File: src/rtl/line_uart_sender.sv
// Transmits the non-zero bytes of a captured text line as 8N1 UART frames, first byte from the
// top of the line. Zero padding bytes are skipped at one clock each.
module line_uart_sender #(
  parameter int unsigned CLK_FREQ   = 50000000,
  parameter int unsigned BAUD       = 115200,
  parameter int unsigned LINE_BYTES = 80
) (
  input  logic                    clk,
  input  logic                    rst_n,
  input  logic [LINE_BYTES*8-1:0] line,
  input  logic                    send,
  output logic                    uart_tx,
  output logic                    busy,
  output logic                    done
);

  localparam int unsigned CLKS_PER_BIT = CLK_FREQ / BAUD;
  localparam int unsigned CntW  = (CLKS_PER_BIT > 1) ? $clog2(CLKS_PER_BIT) : 1;
  localparam int unsigned IdxW  = (LINE_BYTES > 1) ? $clog2(LINE_BYTES) : 1;
  localparam int unsigned LineW = LINE_BYTES * 8;

  localparam logic [CntW-1:0] BaudLast = CntW'(CLKS_PER_BIT - 1);
  localparam logic [IdxW-1:0] IdxTop   = IdxW'(LINE_BYTES - 1);

  typedef enum logic [2:0] {
    StIdle,
    StScan,
    StStart,
    StData,
    StStop
  } state_e;

  state_e           state_q, state_d;
  logic [LineW-1:0] line_q, line_d;
  logic [IdxW-1:0]  idx_q, idx_d;
  logic [7:0]       shift_q, shift_d;
  logic [2:0]       bit_cnt_q, bit_cnt_d;
  logic [CntW-1:0]  baud_q, baud_d;
  logic             tx_q, tx_d;
  logic             busy_q, busy_d;
  logic             done_q, done_d;
  logic             send_q;

  logic       trigger;
  logic       bit_end;
  logic [7:0] head_byte;

  // The shadow line is shifted left as bytes are consumed, so the current byte is always on top.
  assign head_byte = line_q[LineW-1 -: 8];
  assign bit_end   = (baud_q == BaudLast);
  assign trigger   = send & ~send_q;

  always_comb begin
    state_d   = state_q;
    line_d    = line_q;
    idx_d     = idx_q;
    shift_d   = shift_q;
    bit_cnt_d = bit_cnt_q;
    baud_d    = baud_q;
    tx_d      = tx_q;
    busy_d    = busy_q;
    done_d    = 1'b0;

    case (state_q)
      StIdle: begin
        if (trigger) begin
          line_d  = line;
          idx_d   = IdxTop;
          busy_d  = 1'b1;
          state_d = StScan;
        end
      end

      StScan: begin
        if (head_byte == 8'h00) begin
          if (idx_q != '0) begin
            idx_d  = idx_q - 1'b1;
            line_d = line_q << 8;
          end else begin
            busy_d  = 1'b0;
            done_d  = 1'b1;
            state_d = StIdle;
          end
        end else begin
          shift_d   = head_byte;
          bit_cnt_d = '0;
          baud_d    = '0;
          tx_d      = 1'b0;
          state_d   = StStart;
        end
      end

      StStart: begin
        baud_d = bit_end ? '0 : baud_q + 1'b1;
        if (bit_end) begin
          tx_d    = shift_q[0];
          state_d = StData;
        end
      end

      StData: begin
        baud_d = bit_end ? '0 : baud_q + 1'b1;
        if (bit_end) begin
          if (bit_cnt_q == 3'd7) begin
            tx_d    = 1'b1;
            state_d = StStop;
          end else begin
            shift_d   = shift_q >> 1;
            bit_cnt_d = bit_cnt_q + 1'b1;
            tx_d      = shift_q[1];
          end
        end
      end

      StStop: begin
        baud_d = bit_end ? '0 : baud_q + 1'b1;
        if (bit_end) begin
          if (idx_q != '0) begin
            idx_d   = idx_q - 1'b1;
            line_d  = line_q << 8;
            state_d = StScan;
          end else begin
            busy_d  = 1'b0;
            done_d  = 1'b1;
            state_d = StIdle;
          end
        end
      end

      default: begin
        tx_d    = 1'b1;
        busy_d  = 1'b0;
        state_d = StIdle;
      end
    endcase
  end

  always_ff @(posedge clk or negedge rst_n) begin
    if (!rst_n) begin
      state_q   <= StIdle;
      line_q    <= '0;
      idx_q     <= '0;
      shift_q   <= '0;
      bit_cnt_q <= '0;
      baud_q    <= '0;
      tx_q      <= 1'b1;
      busy_q    <= 1'b0;
      done_q    <= 1'b0;
      send_q    <= 1'b0;
    end else begin
      state_q   <= state_d;
      line_q    <= line_d;
      idx_q     <= idx_d;
      shift_q   <= shift_d;
      bit_cnt_q <= bit_cnt_d;
      baud_q    <= baud_d;
      tx_q      <= tx_d;
      busy_q    <= busy_d;
      done_q    <= done_d;
      send_q    <= send;
    end
  end

  assign uart_tx = tx_q;
  assign busy    = busy_q;
  assign done    = done_q;

endmodule

File: config.mk
export PLATFORM = sky130hd
export DESIGN_NAME = line_uart_sender
export DESIGN_NICKNAME = d
export VERILOG_FILES = /design/src/rtl/line_uart_sender.sv
export SDC_FILE = /design/constraint.sdc
export NUM_CORES = 1
export LEC_CHECK = 0
export ABC_AREA = 1
export CAP_MARGIN = 40
export CORE_MARGIN = 2
export CORE_UTILIZATION = 53
export DETAILED_ROUTE_END_ITERATION = 10
export GPL_TIMING_DRIVEN = 0
export PLACE_DENSITY = 0.85
export SETUP_SLACK_MARGIN = 0.3
export SLEW_MARGIN = 5
export SYNTH_ARGS = -nofsm -noshare
export SYNTH_HDL_FRONTEND = slang
export SYNTH_SLANG_ARGS = --single-unit
export TNS_END_PERCENT = 5
File: constraint.sdc
create_clock -name clk -period 2.31 [get_ports clk]
set_clock_uncertainty 0.1 [all_clocks]
set_input_delay 0.462 -clock clk [delete_from_list [all_inputs] [get_ports clk]]
set_output_delay 0.462 -clock clk [all_outputs]
set_load 0.02 [all_outputs]
* Yosys cells after proc, flatten, opt, wreduce, memory -nomap -nowiden
Index checks and enable logic that the tools add are counted. Widths: inputs -> output; s select.
Operators by class: reduce and logical (&&, ||, !) cells 15, multiplexer cells 44, $add $sub $neg 3, bitwise gates (word level) 4, equality and inequality tests 15
Operators with widths (count):
- $mux 640 | 4
- $pmux 640 s3 | 1
- $mux 3 | 10
- $mux 7 | 4
- $mux 8 | 3
- $pmux 7 s3 | 1
- $mux 9 | 2
- $pmux 9 s2 | 1
- $ne 2x2->1 const B | 8
- $pmux 8 s2 | 1
- $reduce_and 4->1 | 4
- $pmux 3 s5 | 1
- $mux 1 | 12
- $add 9x1->9 const B | 1
- $eq 9x9->1 const B | 1
- $logic_not 8->1 | 1
- $pmux 1 s4 | 2
- $reduce_bool 7->1 | 1
- $sub 7x1->7 const B | 1
- $eq 3x2->1 const B | 2
- $eq 3x3->1 const B | 2
- $pmux 3 s2 | 1
- $reduce_and 6->1 | 1
- $reduce_bool 2->1 | 2
- 11 further kinds | 14
Storage, ports and cells: output and inout bits 3, bits of input ports 643, word-level logic and storage cells 91, register bits after elaboration 674

* Longest topological paths before layout
Gate-level depths: netlist of run 1.
depth in word-level cells 4, gate-level depth with buffers 14, mapped depth without buffers 11

* Worst setup path after synthesis of run 1
Ideal clock, no wire load.
path type flip-flop to flip-flop, start point register baud_q[1], end point register line_q[496], buffers on the path 4, setup slack 411 ps, cell stages (with the launch flop) 15, required time 2145 ps, library setup time 65 ps, clock period less this slack 1899 ps, data arrival time 1734 ps, cells stage by stage dfrtp_1 > inv_1 > ha_1 > nand2_1 > nor2_1 > nand2_1 > buf_4 > nand2_4 > nand2_2 > nor2_4 > buf_6 > buf_4 > clkbuf_4 > nand3_1 > nand2_1
Between the ends: word-level cells in the longest chain between the ends 3
RTL lines:
- start, declared | line 38 | logic [CntW-1:0] baud_q, baud_d;
- start signal, assigned | line 156 | baud_q <= baud_d;
- $eq 9x9->1 | line 50 | assign bit_end = (baud_q == BaudLast);
- $ne 2x2->1 (no line)
- $reduce_and 4->1 (no line)
- end signal, assigned | line 152 | line_q <= line_d;
- end, declared | line 34 | logic [LineW-1:0] line_q, line_d;
Every way passes these cells. A chain may end at the register's enable or synchronous reset.

* Worst setup path in the final report of run 1
start point register baud_q[0], end point register line_q[308]
Same word-level chain as after synthesis.

==> reports/metrics.cfg, run 1 <==
[run_status]
status = finished with violations
violations = negative hold slack, negative setup slack

[pwr]
p_seq_share_pct = 35.3
power.density_nw_per_um2 = 1220
pwr-share-clk_pct = 19.6
p_int_uw = 35100
p_comb_share_pct = 45.1
power_switching_uw = 23700
p_total_uw = 58700
p_sw_share_pct = 40.3
p_leak_uw = 0.0259
peakVddDrop_mv = 0.819

[worst_setup_path]
crit_path_start_kind = flop
crit_type = reg2reg
path_cells = ha_4 > nand2_1 > nor2_1 > nand2_1 > buf_6 > nand2_4 > nand2_4 > nor2_4 > buf_12 > nand2_8 > buf_12 > clkbuf_16 > buf_6 > nand2_1 > nand2_1
cp-end-kind = flop
slowest_stage = dfrtp_1
critPathBufInv = 5
path_max_fanout = 10
slowest_delay_ns = 0.45
crit_path_frequent_cell = nand2_1
arrival_ns = 2.72
cp.required_ns = 2.71
crit_family = buffers and inverters

[timing]
tightest_slew_ns = 0.950
hold_viol_final = 112
max_clock_freq_mhz = 430
rsz0062_at_grt = yes
setup_viol = 9
finalSetupTns_ns = -0.0649
post-route-period-util_pct = 101
period_minus_slack_ns = 2.32
hold_ws_ns = -0.246
drv_slew = 0
worst_slack_ns = -0.0140
slew_headroom_pct = 36.6

[logic_synthesis]
synth_seq_cells = 674
syn_area_sq_um = 35100
synth_most_common_cell = nand2_1
ys_seq_area_share_pct = 48.1
post_synth_num_cell_types = 27
ys_top_cells_by_area = dfrtp_1 48%, nand2_1 35%, nand3_1 9.4%, buf_2 3.5%, buf_4 1.5%
ys_async_sr_fraction_pct = 100
syn-instance-count = 5078
syn_area_per_cell_sq_um = 6.91
synth_nets = 5727
synth.top_cell.area_share_pct = 48.0
synth_commonest_cells = 3258 x nand2_1, 673 x dfrtp_1, 662 x nand3_1, 244 x buf_2, 70 x buf_4
synth_top_flop_cell = dfrtp_1
yosysWarnings = 0
synth_edf_count = 0
yosys.area.top_type = dfrtp_1

[clock_network]
cts_made_buffers = 73
cts_sinks = 674
cts-root-buf = clkbuf_16
path_clk_slew_ns = 0.06
cts_tree = yes
clk_latency_ns = 0.62
htreeDepth = 3
max-clock-path-buffers = 3

[routing]
avgViaCountPerCell = 5.40
drc = 0
antenna_left = 0
wl_microns = 119000
wl_per_cell_microns = 17.5
first_pass_iters = 6
routed-via-count = 36600
drtIter0Drc = 3769

[floorplan]
die_w_microns = 261
die_area_sq_um = 68300
core_region_area_sq_um = 65600
start_util_pct = 53.5
die_h_microns = 261
rows = 94
io_pins = 646

[final_layout]
drive_gt1_share_pct = 12.7
fill_cells = 4868
num-nets-final = 6509
area_growth_pct = 36.7
instances_no_fill = 6789
final_area_sq_um = 48000

[global_route]
track_usage_pct = 32.6
grt_first_pass_wirelength_microns = 175000
grt_max_degree = 116
first_global_vias = 34100
antenna_found_initial = 18
gr-total-overflow = 0

[placed_design]
place_congestion = 0.956
dp_hpwl_microns = 82500
dpl.cell_count = 6593
placed_cell_area_sq_um = 42800
port-buffer-count = 645

[run]
drv_cap = 0

[hold_path]
hp-class = in2async

-- state kept, by name (all words and copies together) (netlist names) --
register   cells
shift_q        8
send_q         1
idx_q          7
bit_cnt_q      3
state_q        3
done           1
baud_q         9
busy           1
line_q       640
uart_tx        1
-- metal layers --
metal  share of wire (%)  wire [microns]  GRT usage, %
met5               0.093             110             0
met4                 5.6            6680          16.5
met3                 8.3            9850          5.53
met2                  47           56400          53.2
met1                  39           45700          41.9
-- cell families (layout without fill, tap and decap cells) --
| logic type | after synthesis | after routing | share of synthesized area [%] |
|---|---|---|---|
| adder cells (fa/ha/maj) | 6 | 6 | 0.214 |
| flip-flops | 674 | 674 | 48.1 |
| buffers and inverters | 389 | 1222 | 5.98 |
| multiplexers | 7 | 7 | 0.200 |
| XOR/XNOR | 2 | 2 | 0.0499 |
| AO/OA/AOI/OAI | 32 | 32 | 0.478 |
| AND/OR/NAND/NOR | 3968 | 3969 | 45.0 |
| other | 0 | 13 | 0 |
-- final timing paths --
path,endpoint,depth (start not counted),slack [ns],from
setup / recovery,line_q[308],15,-0.01,baud_q[0]
hold / removal,line_q[126],1,-0.25,rst_n
setup reg to reg,line_q[308],15,-0.01,baud_q[0]
hold reg to reg,line_q[90],2,0.37,line_q[90]
max in group asynchronous,line_q[496],4,0.38,rst_n
min in group clk,send_q,1,0.23,send
-- through the flow --
stage               setup slack [ns]  util (%)
finish                       -0.0140      73.1
global route                 -0.0890      73.1
CTS                           0.0707      70.2
detailed placement            -0.463      65.2
global placement              -29.40      65.0
floorplan                      0.411         -
-- timing repair --
item	4_1_cts	5_1_grt
setup endpoints to repair	662	737
gates cloned	7	18
gates resized for setup	180	475
buffers inserted	25	6
hold endpoints to repair	112	112
pin swaps	6	36
-- layout make-up --
cell class                      count  area (sq um)  share of cell area (%)
Timing Repair Buffer              706          7550                    15.7
Sequential cell                   674         16900                    35.2
Multi-Input combinational cell   4016         17000                    35.4
Tap cell                          864          1080                    2.25
Clock inverter                     25           258                   0.537
Inverter                           28           105                   0.219
Clock buffer                      102          2060                    4.28
Buffer                            361          3070                    6.39
Antenna cell                       13          32.5                  0.0678
-- cell usage in the layout, fill, tap and decap left out, types with 3 or more instances in the layout --
master              n
a21oi_1             3
buf_12             20
buf_16             12
buf_2             117
buf_4              85
buf_6              54
buf_8              49
bufinv_16           3
clkbuf_1           21
clkbuf_16          91
clkbuf_2           29
clkbuf_4           33
clkbuf_8           13
clkdlybuf4s50_1   642
clkinv_2            9
clkinvlp_4          5
dfrtp_1           671
diode_2            13
ha_1                5
inv_1              22
inv_2               6
inv_6               6
mux2i_1             7
nand2_1          3086
nand2_2           137
nand2_4            37
nand3_1           639
nand3_2            19
nand3_4             4
nand3b_1            9
nand4_1             8
nor2_1             19
nor2_2              3
o21ai_0            25
or2_2               4
-- power groups by stage --
stage / sequential, uW / combinational [uW] / clock (uW)
after floorplan: 19600 / 15200 / 0
after global placement: 20400 / 20200 / 0
after detailed placement: 20300 / 21100 / 0
after CTS: 20300 / 22900 / 11600
after global routing: 21300 / 29300 / 12000
final: 20800 / 26500 / 11500
(Power assumes the default switching activity.)
==> inputs of run 2 (changes only) <==
--- a/config.mk
+++ b/config.mk
@@ -7,6 +7,7 @@
 export LEC_CHECK = 0
 export ABC_AREA = 1
 export CAP_MARGIN = 40
+export CORE_ASPECT_RATIO = 0.7
 export CORE_MARGIN = 2
 export CORE_UTILIZATION = 53
 export DETAILED_ROUTE_END_ITERATION = 10
==> run 2 against run 1 <==
Effect of this change: the flow finishes with violations (negative hold slack); cell count is essentially flat; worst hold slack lost 0.040 ns; critical path type unchanged; highest routed layer unchanged; critical endpoint is now line_q[65]; largest power group unchanged; total power shrank 2.8%.
==> reports/metrics.cfg, run 2 (same netlist as run 1, synthesis figures left out) <==
[routing]
drc = 0  ; unchanged
first_pass_iters = 6  ; unchanged
avgViaCountPerCell = 5.42  ; +0.43%
wl_per_cell_microns = 17.4  ; -0.49%
drtIter0Drc = 3964  ; +5.2%
wl_microns = 118000  ; -0.45%
routed-via-count = 36800  ; +0.47%
antenna_left = 0  ; unchanged

[worst_setup_path]
crit_path_start_kind = flop
path_cells = nor2_1 > nand2_1 > nor2_2 > nor2_2 > nor2_4 > buf_12 > buf_16 > buf_12 > buf_6 > nand3_1 > nand2_1
slowest_stage = dfrtp_1
critPathBufInv = 4  ; -1
cp.required_ns = 2.76  ; +0.05 ns
cp-end-kind = flop
arrival_ns = 2.76  ; +0.04 ns
crit_type = reg2reg
path_max_fanout = 10  ; unchanged
crit_family = simple AND/OR/NAND/NOR gates
slowest_delay_ns = 0.44  ; about the same

[global_route]
grt_max_degree = 120  ; +3.4%
first_global_vias = 34500  ; +1.1%
gr-total-overflow = 0  ; unchanged
antenna_found_initial = 31  ; +13
grt_first_pass_wirelength_microns = 181000  ; +3.4%
track_usage_pct = 33.3  ; +0.79 points

[pwr]
p_total_uw = 57100  ; -2.8%
p_comb_share_pct = 44.0  ; -1.1 points
pwr-share-clk_pct = 19.9  ; +0.3 points
peakVddDrop_mv = 0.617  ; -25%
power.density_nw_per_um2 = 1210  ; -1.1%
p_seq_share_pct = 36.1  ; +0.8 points
p_int_uw = 33700  ; -3.8%
p_sw_share_pct = 40.9  ; +0.62 points
p_leak_uw = 0.0256  ; -1.3%
power_switching_uw = 23400  ; -1.3%

[clock_network]
clk_latency_ns = 0.63  ; about the same
htreeDepth = 3  ; unchanged
max-clock-path-buffers = 3  ; unchanged
path_clk_slew_ns = 0.07  ; about the same
cts-root-buf = clkbuf_16
cts_made_buffers = 67  ; -8.2%
cts_tree = yes
cts_sinks = 674  ; unchanged

[timing]
hold_viol_final = 77  ; -31%
max_clock_freq_mhz = 434  ; +0.92%
slew_headroom_pct = 53.0  ; +16 points
period_minus_slack_ns = 2.30  ; -0.0211 ns
post-route-period-util_pct = 99.7  ; -0.91 points
rsz0062_at_grt = yes
tightest_slew_ns = 0.706  ; -0.245 ns
drv_slew = 0  ; unchanged
hold_ws_ns = -0.286  ; -0.0398 ns
setup_viol = 0  ; -9

[floorplan]
die_w_microns = 312  ; +19%
core_region_area_sq_um = 65200  ; -0.66%
rows = 78  ; -17%
die_area_sq_um = 68300  ; about the same
start_util_pct = 53.8  ; +0.36 points
io_pins = 646  ; unchanged
die_h_microns = 219  ; -16%

[final_layout]
largest_register_ffs = 640  ; unchanged
multi_input_area_sq_um = 16800  ; -1.2%
layout_commonest_cell = nand2_1
reg_top3 = line_q (640), baud_q (9), shift_q (8)
num-nets-final = 6479  ; -0.46%
instances_no_fill = 6792  ; +0.044%
fill_cells = 5047  ; +3.7%
layout_common_cells = 3189 x nand2_1, 670 x dfrtp_1, 642 x clkdlybuf4s50_1
final_util_pct = 72.3  ; -0.77 points
top_register = line_q
area_growth_pct = 34.4
seq_area_sq_um = 16900  ; about the same
drive_gt1_share_pct = 11.1  ; -1.6 points

[run_status]
violations = negative hold slack
status = finished with violations

[placed_design]
dp_hpwl_microns = 83200  ; +0.84%
place_congestion = 0.948  ; -0.89%
port-buffer-count = 645  ; unchanged
dpl.cell_count = 6609  ; +0.24%

[run]
drv_cap = 0  ; unchanged

[hold_path]
hp-class = in2async

## run 2: cell count changes in the layout (fill, tap and decap cells not counted), sizes merged, moves of 2 or more
| cell | delta |
|---|---|
| clkbuf | -36 |
| diode | +18 |
| clkinv | +5 |
| buf | +3 |
| inv | -3 |
| clkinvlp | -2 |
## run 2: layout make-up
class / instances / area share (%)
clock inverters: 26 / 0.576
inverters: 28 / 0.223
flip-flops and latches: 674 / 35.8
diodes: 31 / 0.164
clock buffers: 94 / 4.18
plain buffers: 360 / 6.05
multi-input cells: 4016 / 35.5
well taps: 880 / 2.33
repair buffers: 683 / 15.2
## run 2: path summary, 6_finish.rpt
| path | start | end | slack (ns) | depth (start not counted) |
|---|---|---|---|---|
| max | line_q[633] | line_q[65] | 0.007 | 11 |
| max in group asynchronous | rst_n | line_q[104] | 0.53 | 4 |
| min reg2reg | line_q[51] | line_q[51] | 0.37 | 2 |
| min in group clk | send | send_q | 0.20 | 1 |
| min | rst_n | line_q[361] | -0.29 | 1 |
| max reg2reg | line_q[633] | line_q[65] | 0.007 | 11 |
## run 2: power by group through the flow
stage | sequential, uW | clock, uW | combinational (uW)
2_1_floorplan | 19600 | 0 | 15200
3_5_place_dp | 20400 | 0 | 21200
4_1_cts | 20300 | 11400 | 23200
3_3_place_gp | 20400 | 0 | 20200
5_1_grt | 21100 | 11900 | 27900
6_report | 20600 | 11400 | 25100
## run 2: repair_timing
action,in CTS,in global routing
cloned,11,1
endpoints found under the hold margin,77,77
pin swaps,15,65
setup endpoints to repair,662,758
buffers inserted,17,4
resized for setup,197,306
## run 2: stage by stage
step / TNS, ns / hold slack (ns) / area (sq um) / setup WS [ns]
finish: 0 / -0.286 / 47200 / 0.00709
global route: -7.78 / -0.239 / 47200 / -0.0904
CTS: 0 / -0.271 / 46100 / 0.0988
detailed placement: -284.83 / 0.358 / 42800 / -0.536
global placement: - / 0.353 / 42700 / -29.46
floorplan: 0 / 0.0664 / 35100 / 0.411
## run 2: per-layer routing
layer  global-route usage (%)  part of all wire [%]  vias up
li1                         -                     -    17300
met1                     45.6                    41    17300
met2                     51.8                    46     1805
met3                     6.74                   8.7      353
met4                     14.7                   4.4        2
met5                        0                0.0085        -
